### src/rtl/wb_write_queue.sv
// Writeback merge stage: ALU results go straight to the register-file port and load returns queue in a FIFO
// that drains on free cycles. Define WBQ_STATS_EN to add the saturating stallCount output.
module wb_write_queue #(
    parameter int DEPTH = 4,
    parameter int WIDTH = 64
) (
    input  logic             clk,
    input  logic             reset,
    input  logic             aluValid,
    input  logic [4:0]       aluRegister,
    input  logic [WIDTH-1:0] aluData,
    input  logic             ldValid,
    output logic             ldReady,
    input  logic [4:0]       ldRegister,
    input  logic [WIDTH-1:0] ldData,
    output logic             regWrite,
    output logic [4:0]       writeRegister,
    output logic [WIDTH-1:0] writeData,
    output logic [31:0]      busy
`ifdef WBQ_STATS_EN
    ,
    output logic [15:0]      stallCount
`endif
);

    localparam int AW = $clog2(DEPTH);
    localparam logic [AW:0] FULL = (AW+1)'(DEPTH);
    localparam logic [4:0] ZERO_REG = 5'd31;

    logic [4:0]       r_reg  [DEPTH];
    logic [WIDTH-1:0] r_data [DEPTH];
    logic [DEPTH-1:0] r_live;
    logic [AW-1:0]    r_wptr;
    logic [AW-1:0]    r_rptr;
    logic [AW:0]      r_count;

    logic             w_alu_wr;
    logic             w_push;
    logic             w_pop;
    logic             w_head_live;
    logic [DEPTH-1:0] w_live_nxt;
    logic [31:0]      w_busy;

    // Load handshake: a load transfers on a cycle where ldValid && ldReady; ldValid must hold its
    // payload until then, and ldReady depends only on registered occupancy, never on ldValid.
    assign ldReady     = (r_count < FULL);
    assign w_alu_wr    = aluValid && (aluRegister != ZERO_REG);
    // Loads to the zero register complete the handshake but never occupy a slot.
    assign w_push      = ldValid && ldReady && (ldRegister != ZERO_REG);
    assign w_pop       = !w_alu_wr && (r_count != '0);
    assign w_head_live = r_live[r_rptr];

    always_comb begin
        w_live_nxt = r_live;
        for (int i = 0; i < DEPTH; i++) begin
            if (w_alu_wr && (r_reg[i] == aluRegister)) begin
                w_live_nxt[i] = 1'b0;
            end
        end
        if (w_pop) begin
            w_live_nxt[r_rptr] = 1'b0;
        end
        // Applied last: a load arriving alongside the ALU write is younger and survives.
        if (w_push) begin
            w_live_nxt[r_wptr] = 1'b1;
        end
    end

    always_ff @(posedge clk) begin
        if (w_push) begin
            r_reg[r_wptr]  <= ldRegister;
            r_data[r_wptr] <= ldData;
        end
    end

    always_ff @(posedge clk or negedge reset) begin
        if (!reset) begin
            r_live  <= '0;
            r_wptr  <= '0;
            r_rptr  <= '0;
            r_count <= '0;
        end else begin
            r_live <= w_live_nxt;
            if (w_push) begin
                r_wptr <= r_wptr + AW'(1);
            end
            if (w_pop) begin
                r_rptr <= r_rptr + AW'(1);
            end
            case ({w_push, w_pop})
                2'b10:   r_count <= r_count + (AW+1)'(1);
                2'b01:   r_count <= r_count - (AW+1)'(1);
                default: r_count <= r_count;
            endcase
        end
    end

    always_ff @(posedge clk or negedge reset) begin
        if (!reset) begin
            regWrite      <= 1'b0;
            writeRegister <= '0;
            writeData     <= '0;
        end else if (w_alu_wr) begin
            regWrite      <= 1'b1;
            writeRegister <= aluRegister;
            writeData     <= aluData;
        end else if (w_pop && w_head_live) begin
            regWrite      <= 1'b1;
            writeRegister <= r_reg[r_rptr];
            writeData     <= r_data[r_rptr];
        end else begin
            regWrite      <= 1'b0;
        end
    end

    always_comb begin
        w_busy = '0;
        for (int i = 0; i < DEPTH; i++) begin
            if (r_live[i]) begin
                w_busy[r_reg[i]] = 1'b1;
            end
        end
        if (regWrite) begin
            w_busy[writeRegister] = 1'b1;
        end
        w_busy[31] = 1'b0;
    end

    assign busy = w_busy;

`ifdef WBQ_STATS_EN
    always_ff @(posedge clk or negedge reset) begin
        if (!reset) begin
            stallCount <= '0;
        end else if (ldValid && !ldReady && (stallCount != 16'hFFFF)) begin
            stallCount <= stallCount + 16'd1;
        end
    end
`endif

endmodule

### config.mk
export PLATFORM = sky130hd
export DESIGN_NAME = wb_write_queue
export DESIGN_NICKNAME = d
export VERILOG_FILES = /design/src/rtl/wb_write_queue.sv
export SDC_FILE = /design/constraint.sdc
export NUM_CORES = 1
export LEC_CHECK = 0
export BUFFER_PORTS_ARGS = -buffer_cell sky130_fd_sc_hd__buf_2
export CORE_MARGIN = 1
export CORE_UTILIZATION = 55
export CTS_BUF_LIST = sky130_fd_sc_hd__clkbuf_4 sky130_fd_sc_hd__clkbuf_8
export CTS_CLUSTER_DIAMETER = 80
export DETAILED_ROUTE_END_ITERATION = 16
export MAX_ROUTING_LAYER = met4
export PLACE_DENSITY = 0.9
export SYNTH_ARGS = -nofsm -noshare
export SYNTH_HDL_FRONTEND = slang
export SYNTH_SLANG_ARGS = --single-unit
### constraint.sdc
create_clock -name clk -period 4.26 [get_ports clk]
set_input_delay 0.426 -clock clk [delete_from_list [all_inputs] [get_ports clk]]
set_output_delay 0.426 -clock clk [all_outputs]
set_load 0.02 [all_outputs]
==> flow_summary.json, run 1 <==
{
  "status": "completed",
  "synthFlopType": "edfxtp_1",
  "cts_tree": "built",
  "die_h_um": 170,
  "start_util_pct": 56.1,
  "vdd_ir_drop_max_v": 0.000404,
  "yosys.area_share.simple_pct": 11.8,
  "ys_seq_area_share_pct": 66.2,
  "cp_slowest_stage_delay_ns": 0.61,
  "yosys-top-cells-area": "edfxtp_1 53%, dfrtp_1 13%, mux4_2 10%",
  "fmax_mhz": 365,
  "grt_start_max_net_pins": 73,
  "netSwitchingPower_uw": 4340,
  "arrival_ns": 2.31,
  "place_ws_ns": 1.52,
  "p_int_uw": 7820,
  "num_rows": 61,
  "antenna_found_initial": 8,
  "cap_violations": 0,
  "drt-wirelength-per-cell_um": 22.9,
  "synth.mux.area_fraction_pct": 10.5,
  "pwr-share-seq_pct": 42.3,
  "synthAdderAreaFrac_pct": 0.852,
  "die_area_um2": 29000,
  "slowest_stage": "dfrtp_1",
  "comb_power_share_pct": 33.3,
  "vias_per_cell": 6.08,
  "grt_pass1_wl_um": 60300,
  "reg2reg_depth": 8,
  "hold_viol_final": 0,
  "clockBufferDepth": 3,
  "yosys_register_bits": 357,
  "wl_met1_um": 16000,
  "hp-class": "in -> reg",
  "p_sw_share_pct": 35.7,
  "syn-mean-instance-area_um2": 14.4,
  "yosysTopAreaCell": "edfxtp_1",
  "die_width_um": 170,
  "finalSetupViolCount": 0,
  "cts.reportedPaths.clkPinSlew_ns": 0.06,
  "final.setup_skew_ns": 0.0579,
  "wl_met3_um": 3400,
  "crit_type": "reg -> out",
  "top_layer": "met4",
  "core_um2": 27800,
  "largest_reg_flops": 256,
  "grt_usage_pct": 28.7,
  "totalWireLength_um": 40100,
  "crit_path_max_fanout": 11,
  "first_iter_violations": 1051,
  "cp.required_ns": 3.83,
  "synthXorXnorAreaFrac_pct": 1.41,
  "synth_nets": 1234,
  "drt_first_pass_iters": 7,
  "cts_root_buffer": "clkbuf_8",
  "rsz0062_at_grt": "false",
  "path_cells": "or3b_2, o22ai_1, nor2_1, o221ai_1, buf_2",
  "async_reset_ff_share_pct": 22.7,
  "grt.overflow.total": 0,
  "end_kind": "output port",
  "power_density_nw_per_um2": 663,
  "synth_cells": 1082,
  "synth.distinct_cells": 43,
  "ctsHoldBuffers": 13,
  "nFillCells": 1978,
  "multi_input_comb_area_um2": 4870,
  "syn_area_um2": 15600,
  "fin_crit_sh_pct": 64.3,
  "vias": 10600,
  "period_needed_ns": 2.74,
  "cts.repair.resized": 0,
  "cts_buffers": 55,
  "setup_tns_ns": 0,
  "min_path_cells": 1,
  "ff_latch_area_um2": 10300,
  "fin_ws_ns": 1.52,
  "io_buffers": 243,
  "synth_compound_area_share_pct": 6.48,
  "io_pins": 245,
  "synth_top_family_by_area": "simple AND/OR/NAND/NOR gates",
  "clock_latency_ns": 0.63,
  "slew_headroom_pct": 26.6,
  "drc": 0,
  "ant_nets": 0,
  "wl_met2_um": 19600,
  "synth_edf_count": 276,
  "worstMarginPinSlew_ns": 1.10,
  "ys_warn_count": 0,
  "fin_nets": 1467,
  "synth_commonest_cells": "276 x edfxtp_1, 152 x nand2_1, 81 x dfrtp_1",
  "gp_congestion": 0.894,
  "power_leakage_uw": 0.00673,
  "dp_hpwl_um": 25100,
  "cts_setup_buffers": 0,
  "cp-start-kind": "flip-flop",
  "p_clk_share_pct": 24.5,
  "place_area_um2": 17000,
  "drive_gt1_share_pct": 33.0,
  "yosysMostFrequentCell": "edfxtp_1",
  "h-tree-depth": 2,
  "yosys.area.top_type_share_pct": 53.2,
  "drv_slew": 0,
  "grt_pass1_vias": 10600,
  "final_area_um2": 18300,
  "cts.sinks": 357,
  "area_growth_pct": 17.7
}
path summary, 6_finish.rpt:
| check | from | slack (ns) | endpoint |
|---|---|---|---|
| worst min register to register | r_count[0] | 0.53 | r_count[0] |
| worst max register to register | r_count[0] | 1.74 | r_count[2] |
| worst max-delay path | r_live[1] | 1.52 | busy[24] |
| min in group asynchronous | reset | 0.42 | writeData[54] |
| worst min-delay path | ldData[53] | 0.03 | r_data[1][53] |
| max in group asynchronous | reset | 2.83 | r_rptr[0] |
layer usage:
metal  up-vias  track usage (%)
met4         0             9.79
met2       566             45.5
met5         -                -
met1      5289             36.4
met3       102             6.88
li1       4684                -
final cells by class:
type | instances | area share, %
repair buffers | 265 | 7.73
diodes | 10 | 0.137
flip-flops and latches | 357 | 56.3
clock inverters | 14 | 0.621
inverters | 10 | 0.205
clock buffers | 90 | 5.87
well taps | 378 | 2.58
multi-input cells | 626 | 26.6
logic make-up (layout without fill, tap and decap cells):
family,Yosys count,after routing
other cells,1,11
compound gates,145,145
flops,357,357
buf+inv,99,379
simple gates,370,370
mux,75,75
fa+ha+maj,10,10
xor+xnor,25,25
cell usage in the layout, fill, tap and decap left out, drive strengths merged, types with 2 or more instances in the layout:
master       Yosys  final
clkbuf          45     90
nand3           32     32
xnor2           16     16
and3b            5      5
o41ai            4      4
nor3            70     70
o32ai            4      4
and2             5      5
mux4            70     70
nor4             4      4
and3             9      9
nand3b          23     23
or3              2      2
inv             10     13
a31oi           64     64
ha               9      9
xor2             9      9
edfxtp         276    276
o22ai           16     16
or3b             5      5
diode            0     10
dfrtp           81     81
nor3b           20     20
nand2          152    152
dlygate4sd3      0     13
or2              2      2
clkinv           0      9
o221ai          14     14
nor2            41     41
o21ai            4      4
a22oi           31     31
mux2i            4      4
o21bai           4      4
buf             44    252
power groups by stage:
stage | clock network (uW) | registers [uW] | logic [uW]
final | 2980 | 5140 | 4050
after CTS | 3010 | 5120 | 4060
after detailed placement | 0 | 5180 | 4030
after floorplan | 0 | 5310 | 2610
after global routing | 3170 | 5210 | 4350
after global placement | 0 | 5140 | 3930
stage by stage:
stage | power, uW | cells | hold WS, ns | util (%)
global placement | 9070 | 1623 | 0.520 | 61.1
detailed placement | 9210 | 1623 | 0.516 | 61.1
finish | 12200 | 1750 | 0.0276 | 66.0
global route | 12700 | 1748 | 0.00796 | 66.0
floorplan | 7920 | 1082 | 0.130 | -
CTS | 12200 | 1740 | 0.00122 | 65.9
worst max-delay path, delay by kind of cell, from the launching register on:
family	cells	cell delay, ns
simple gates	2	0.62
flops	1	0.61
compound gates	2	0.27
buf+inv	1	0.20
(Power assumes the default switching activity.)
==> run 2, diff against run 1 <==
--- a/config.mk
+++ b/config.mk
@@ -7,7 +7,7 @@
 export LEC_CHECK = 0
 export BUFFER_PORTS_ARGS = -buffer_cell sky130_fd_sc_hd__buf_2
 export CORE_MARGIN = 1
-export CORE_UTILIZATION = 55
+export CORE_UTILIZATION = 53
 export CTS_BUF_LIST = sky130_fd_sc_hd__clkbuf_4 sky130_fd_sc_hd__clkbuf_8
 export CTS_CLUSTER_DIAMETER = 80
 export DETAILED_ROUTE_END_ITERATION = 16
==> constraint.sdc (replaced) <==
create_clock -name clk -period 2.5 [get_ports clk]
set_input_delay 0.25 -clock clk [delete_from_list [all_inputs] [get_ports clk]]
set_output_delay 0.25 -clock clk [all_outputs]
set_load 0.02 [all_outputs]
==> flow_summary.json, run 2 (synthesis gave the netlist of run 1 again) <==
{
  "power_density_nw_per_um2": 1060,
  "io_buffers": 243,
  "h-tree-depth": 2,
  "power_leakage_uw": 0.00745,
  "totalWireLength_um": 45300,
  "drt-wirelength-per-cell_um": 23.8,
  "status": "completed",
  "largest_reg_flops": 256,
  "area_growth_pct": 28.4,
  "layout.cells.non_filler": 1901,
  "fmax_mhz": 416,
  "grt_pass1_vias": 12200,
  "clock_latency_ns": 0.60,
  "hold_viol_final": 0,
  "layout_common_cells": "276 x edfxtp_1, 241 x buf_2, 152 x nand2_1",
  "worstMarginPinSlew_ns": 0.997,
  "antenna_found_initial": 2,
  "final_common_cell": "edfxtp_1",
  "cp-start-kind": "flip-flop",
  "reg2reg_slack_ns": 0.27,
  "grt_start_max_net_pins": 137,
  "cts_tree": "built",
  "grt.overflow.total": 0,
  "fin_nets": 1619,
  "ant_nets": 0,
  "slew_headroom_pct": 33.5,
  "cts.sinks": 357,
  "p_total_uw": 21300,
  "setup_tns_ns": 0,
  "num_rows": 62,
  "rsz0062_at_grt": "false",
  "place_ws_ns": 0.236,
  "dp_hpwl_um": 26000,
  "cts.reportedPaths.clkPinSlew_ns": 0.06,
  "grt_usage_pct": 31.0,
  "cts_root_buffer": "clkbuf_8",
  "finalSetupViolCount": 0,
  "drv_slew": 0,
  "gp_congestion": 0.891,
  "clockBufferDepth": 3,
  "drc": 0,
  "drive_gt1_share_pct": 32.9,
  "final.setup_skew_ns": 0.0545,
  "fin_ws_ns": 0.0966,
  "io_pins": 245,
  "die_width_um": 173,
  "die_area_um2": 30100,
  "grt_pass1_wl_um": 68400,
  "arrival_ns": 2.15,
  "period_needed_ns": 2.40,
  "fin_crit_sh_pct": 96.1,
  "end_kind": "output port",
  "core_um2": 28800,
  "crit_type": "reg -> out",
  "cp.required_ns": 2.25,
  "placed_cells": 1646,
  "drt_first_pass_iters": 5,
  "crit_path_max_fanout": 10,
  "vias_per_cell": 6.09,
  "cap_violations": 0,
  "die_h_um": 173,
  "vdd_ir_drop_max_v": 0.000763,
  "first_iter_violations": 965,
  "hp-class": "in -> reg",
  "vias": 11600,
  "cts_buffers": 55,
  "start_util_pct": 54.1
}
==> run 2: power breakdown <==
group,switching (uW),internal [uW],total (uW)
sequential,933,7760,8700
combinational,4510,3040,7550
clock,2270,2740,5010
==> run 2: through the flow <==
step	utilization (%)	instance area, um^2	hold slack (ns)
CTS	69.1	19900	0.0147
finish	69.5	20000	0.0411
detailed placement	60.0	17300	0.284
global route	69.4	20000	0.0431
floorplan	-	15600	-0.0456
global placement	60.0	17300	0.284
==> run 2: path summary, 6_finish.rpt <==
check | start | endpoint | cells after the start
hold / removal | aluRegister[0] | writeRegister[0] | 3
setup / recovery | r_reg[2][1] | busy[20] | 3
min in group asynchronous | reset | writeData[29] | 2
max in group asynchronous | reset | writeData[60] | 3
setup reg to reg | r_rptr[0] | writeData[1] | 4
hold reg to reg | writeData[55] | writeData[55] | 2
==> run 2: per-layer routing <==
metal | up-vias | part of all wire, % | global-route usage [%]
li1 | 4976 | - | -
met1 | 5680 | 36 | 36.6
met2 | 780 | 51 | 52.6
met3 | 146 | 9.2 | 6.27
met4 | 0 | 3.3 | 11.7
met5 | - | 0 | -
==> run 2: cell type report <==
cell class | count | area [um^2]
diodes | 4 | 10.0
clock buffers | 86 | 1070
clock inverters | 17 | 96.3
fillers | 1916 | 8790
inverters | 10 | 37.5
multi-input cells | 626 | 4950
flip-flops and latches | 357 | 10300
well taps | 384 | 480
repair buffers | 417 | 3020
==> run 2: what timing repair did <==
item	CTS	global route
hold buffers	134	0
setup buffers	12	2
endpoints found under the hold margin	381	0
resized for setup	3	20
endpoints found under the setup margin	4	19
pin swaps	0	1
==> run 2: worst max-delay path, stage by stage (launching register included) <==
cell and delay [ns]:
edfxtp_1 0.58, or3b_2 0.58, o221ai_1 0.25, buf_4 0.18
==> run 3, diff against run 2 <==
--- a/config.mk
+++ b/config.mk
@@ -13,6 +13,7 @@
 export DETAILED_ROUTE_END_ITERATION = 16
 export MAX_ROUTING_LAYER = met4
 export PLACE_DENSITY = 0.9
+export RECOVER_POWER = 100
 export SYNTH_ARGS = -nofsm -noshare
 export SYNTH_HDL_FRONTEND = slang
 export SYNTH_SLANG_ARGS = --single-unit
==> flow_summary.json, run 3 (synthesis gave the netlist of run 1 again) <==
{
  "status": "completed",
  "fmax_mhz": 412,
  "arrival_ns": 2.18,
  "power_leakage_uw": 0.00700,
  "drc": 0,
  "antenna_found_initial": 2,
  "num_rows": 62,
  "gp_congestion": 0.891,
  "power_density_nw_per_um2": 1070,
  "drive_gt1_share_pct": 23.4,
  "p_total_uw": 21000,
  "met3_usage_pct": 6.27,
  "grt.overflow.total": 0,
  "rsz0062_at_grt": "false",
  "io_pins": 245,
  "cts.reportedPaths.clkPinSlew_ns": 0.06,
  "hold_viol_final": 0,
  "fin_crit_sh_pct": 97.2,
  "die_width_um": 173,
  "reg2reg_depth": 4,
  "place_ws_ns": 0.236,
  "dp_hpwl_um": 26000,
  "fin_util_pct": 68.4,
  "area_growth_pct": 26.4,
  "nFillCells": 2026,
  "crit_family": "flip-flops",
  "clock_latency_ns": 0.61,
  "grt_pass1_vias": 12200,
  "hp-class": "in -> reg",
  "fin_nets": 1619,
  "io_buffers": 243,
  "vias": 11600,
  "worst-path-stages": 5,
  "crit_type": "reg -> out",
  "worstMarginPinSlew_ns": 1.17,
  "first_iter_violations": 1009,
  "vdd_ir_drop_max_v": 0.000764,
  "use_met1_pct": 36.6,
  "r2r-end": "r_reg[2][3]",
  "crit_path_max_fanout": 10,
  "end_kind": "output port",
  "period_needed_ns": 2.43,
  "grt_use_met2_pct": 52.6,
  "totalWireLength_um": 45400,
  "endpoint": "busy[20]",
  "grt_start_max_net_pins": 137,
  "drt_first_pass_iters": 5,
  "drv_slew": 0,
  "timing.rr.start": "r_count[2]",
  "die_area_um2": 30100,
  "layout_common_cells": "276 x edfxtp_1, 152 x nand2_1, 142 x clkbuf_1",
  "core_um2": 28800,
  "setup_tns_ns": 0,
  "cts.sinks": 357,
  "critPathLaunch": "writeRegister[3]",
  "cts_root_buffer": "clkbuf_8",
  "largest_reg_flops": 256,
  "slowest_stage": "dfrtp_1",
  "cap_violations": 0,
  "h-tree-depth": 2,
  "finalSetupViolCount": 0,
  "path_cells": "nand3b_1, o22ai_1, nor2_1, o221ai_1, buf_4",
  "grt_usage_pct": 31.0,
  "cp.required_ns": 2.25,
  "grt.busiest_layer": "met2",
  "path_buf_inv": 1,
  "cp_slowest_stage_delay_ns": 0.63,
  "reg2reg_slack_ns": 0.14,
  "die_h_um": 173,
  "fin_ws_ns": 0.0710,
  "ant_nets": 0,
  "cts_tree": "built",
  "final.setup_skew_ns": 0.0567,
  "slew_headroom_pct": 22.3,
  "grt_pass1_wl_um": 68400,
  "start_util_pct": 54.1,
  "cts_buffers": 55,
  "vias_per_cell": 6.09,
  "final_common_cell": "edfxtp_1",
  "clockBufferDepth": 3,
  "drt-wirelength-per-cell_um": 23.9,
  "cp-start-kind": "flip-flop"
}
[run 3: per-layer routing]
metal	wire, um	up-vias
met4	1520	0
li1	-	4970
met2	23000	731
met5	0	-
met1	16900	5730
met3	3900	145
[run 3: worst min-delay path by stage]
stage / from / cells after the start / slack (ns) / to
floorplan: reset / 0 / -0.05 / r_count[0]
global placement: reset / 1 / 0.28 / writeData[29]
detailed placement: reset / 1 / 0.28 / writeData[29]
CTS: aluRegister[0] / 3 / 0.01 / writeRegister[0]
global route: aluRegister[0] / 3 / 0.04 / writeRegister[0]
finish: aluRegister[0] / 3 / 0.04 / writeRegister[0]
[run 3: cell type report]
| class | instances | area (um^2) | share of cell area (%) |
|---|---|---|---|
| tap | 384 | 480 | 2.44 |
| clock inverter | 17 | 96.3 | 0.490 |
| sequential | 357 | 10300 | 52.5 |
| inverter | 10 | 37.5 | 0.191 |
| multi-input combinational | 626 | 4950 | 25.1 |
| clock buffer | 86 | 1070 | 5.44 |
| antenna | 3 | 7.51 | 0.0382 |
| timing repair buffer | 417 | 2710 | 13.8 |
[run 3: what timing repair did]
item / in CTS / in global routing
endpoints found under the hold margin: 381 / 0
gates resized for setup: 3 / 20
pin swaps: 0 / 1
hold buffers: 134 / 0
setup endpoints to repair: 4 / 19
setup buffers: 12 / 2
[run 3: power breakdown]
part           switching [uW]  leakage [uW]  internal, uW
sequential                947       0.00343          7770
combinational            4510       0.00295          2750
clock                    2290      0.000618          2740
[run 3: tightest hold or removal path, delay by kind of cell]
kind                   cells  cell delay, ns
buffers and inverters      1            0.16
AND/OR/NAND/NOR            1            0.12
AO/OA/AOI/OAI              1            0.06
[run 3: per-stage QoR]
stage	instances	area [um^2]	hold WS, ns
6_report	1900	19700	0.0374
5_1_grt	1899	19700	0.0431
4_1_cts	1895	19900	0.0147
3_5_place_dp	1646	17300	0.284
3_3_place_gp	1646	17300	0.284
2_1_floorplan	1082	15600	-0.0456
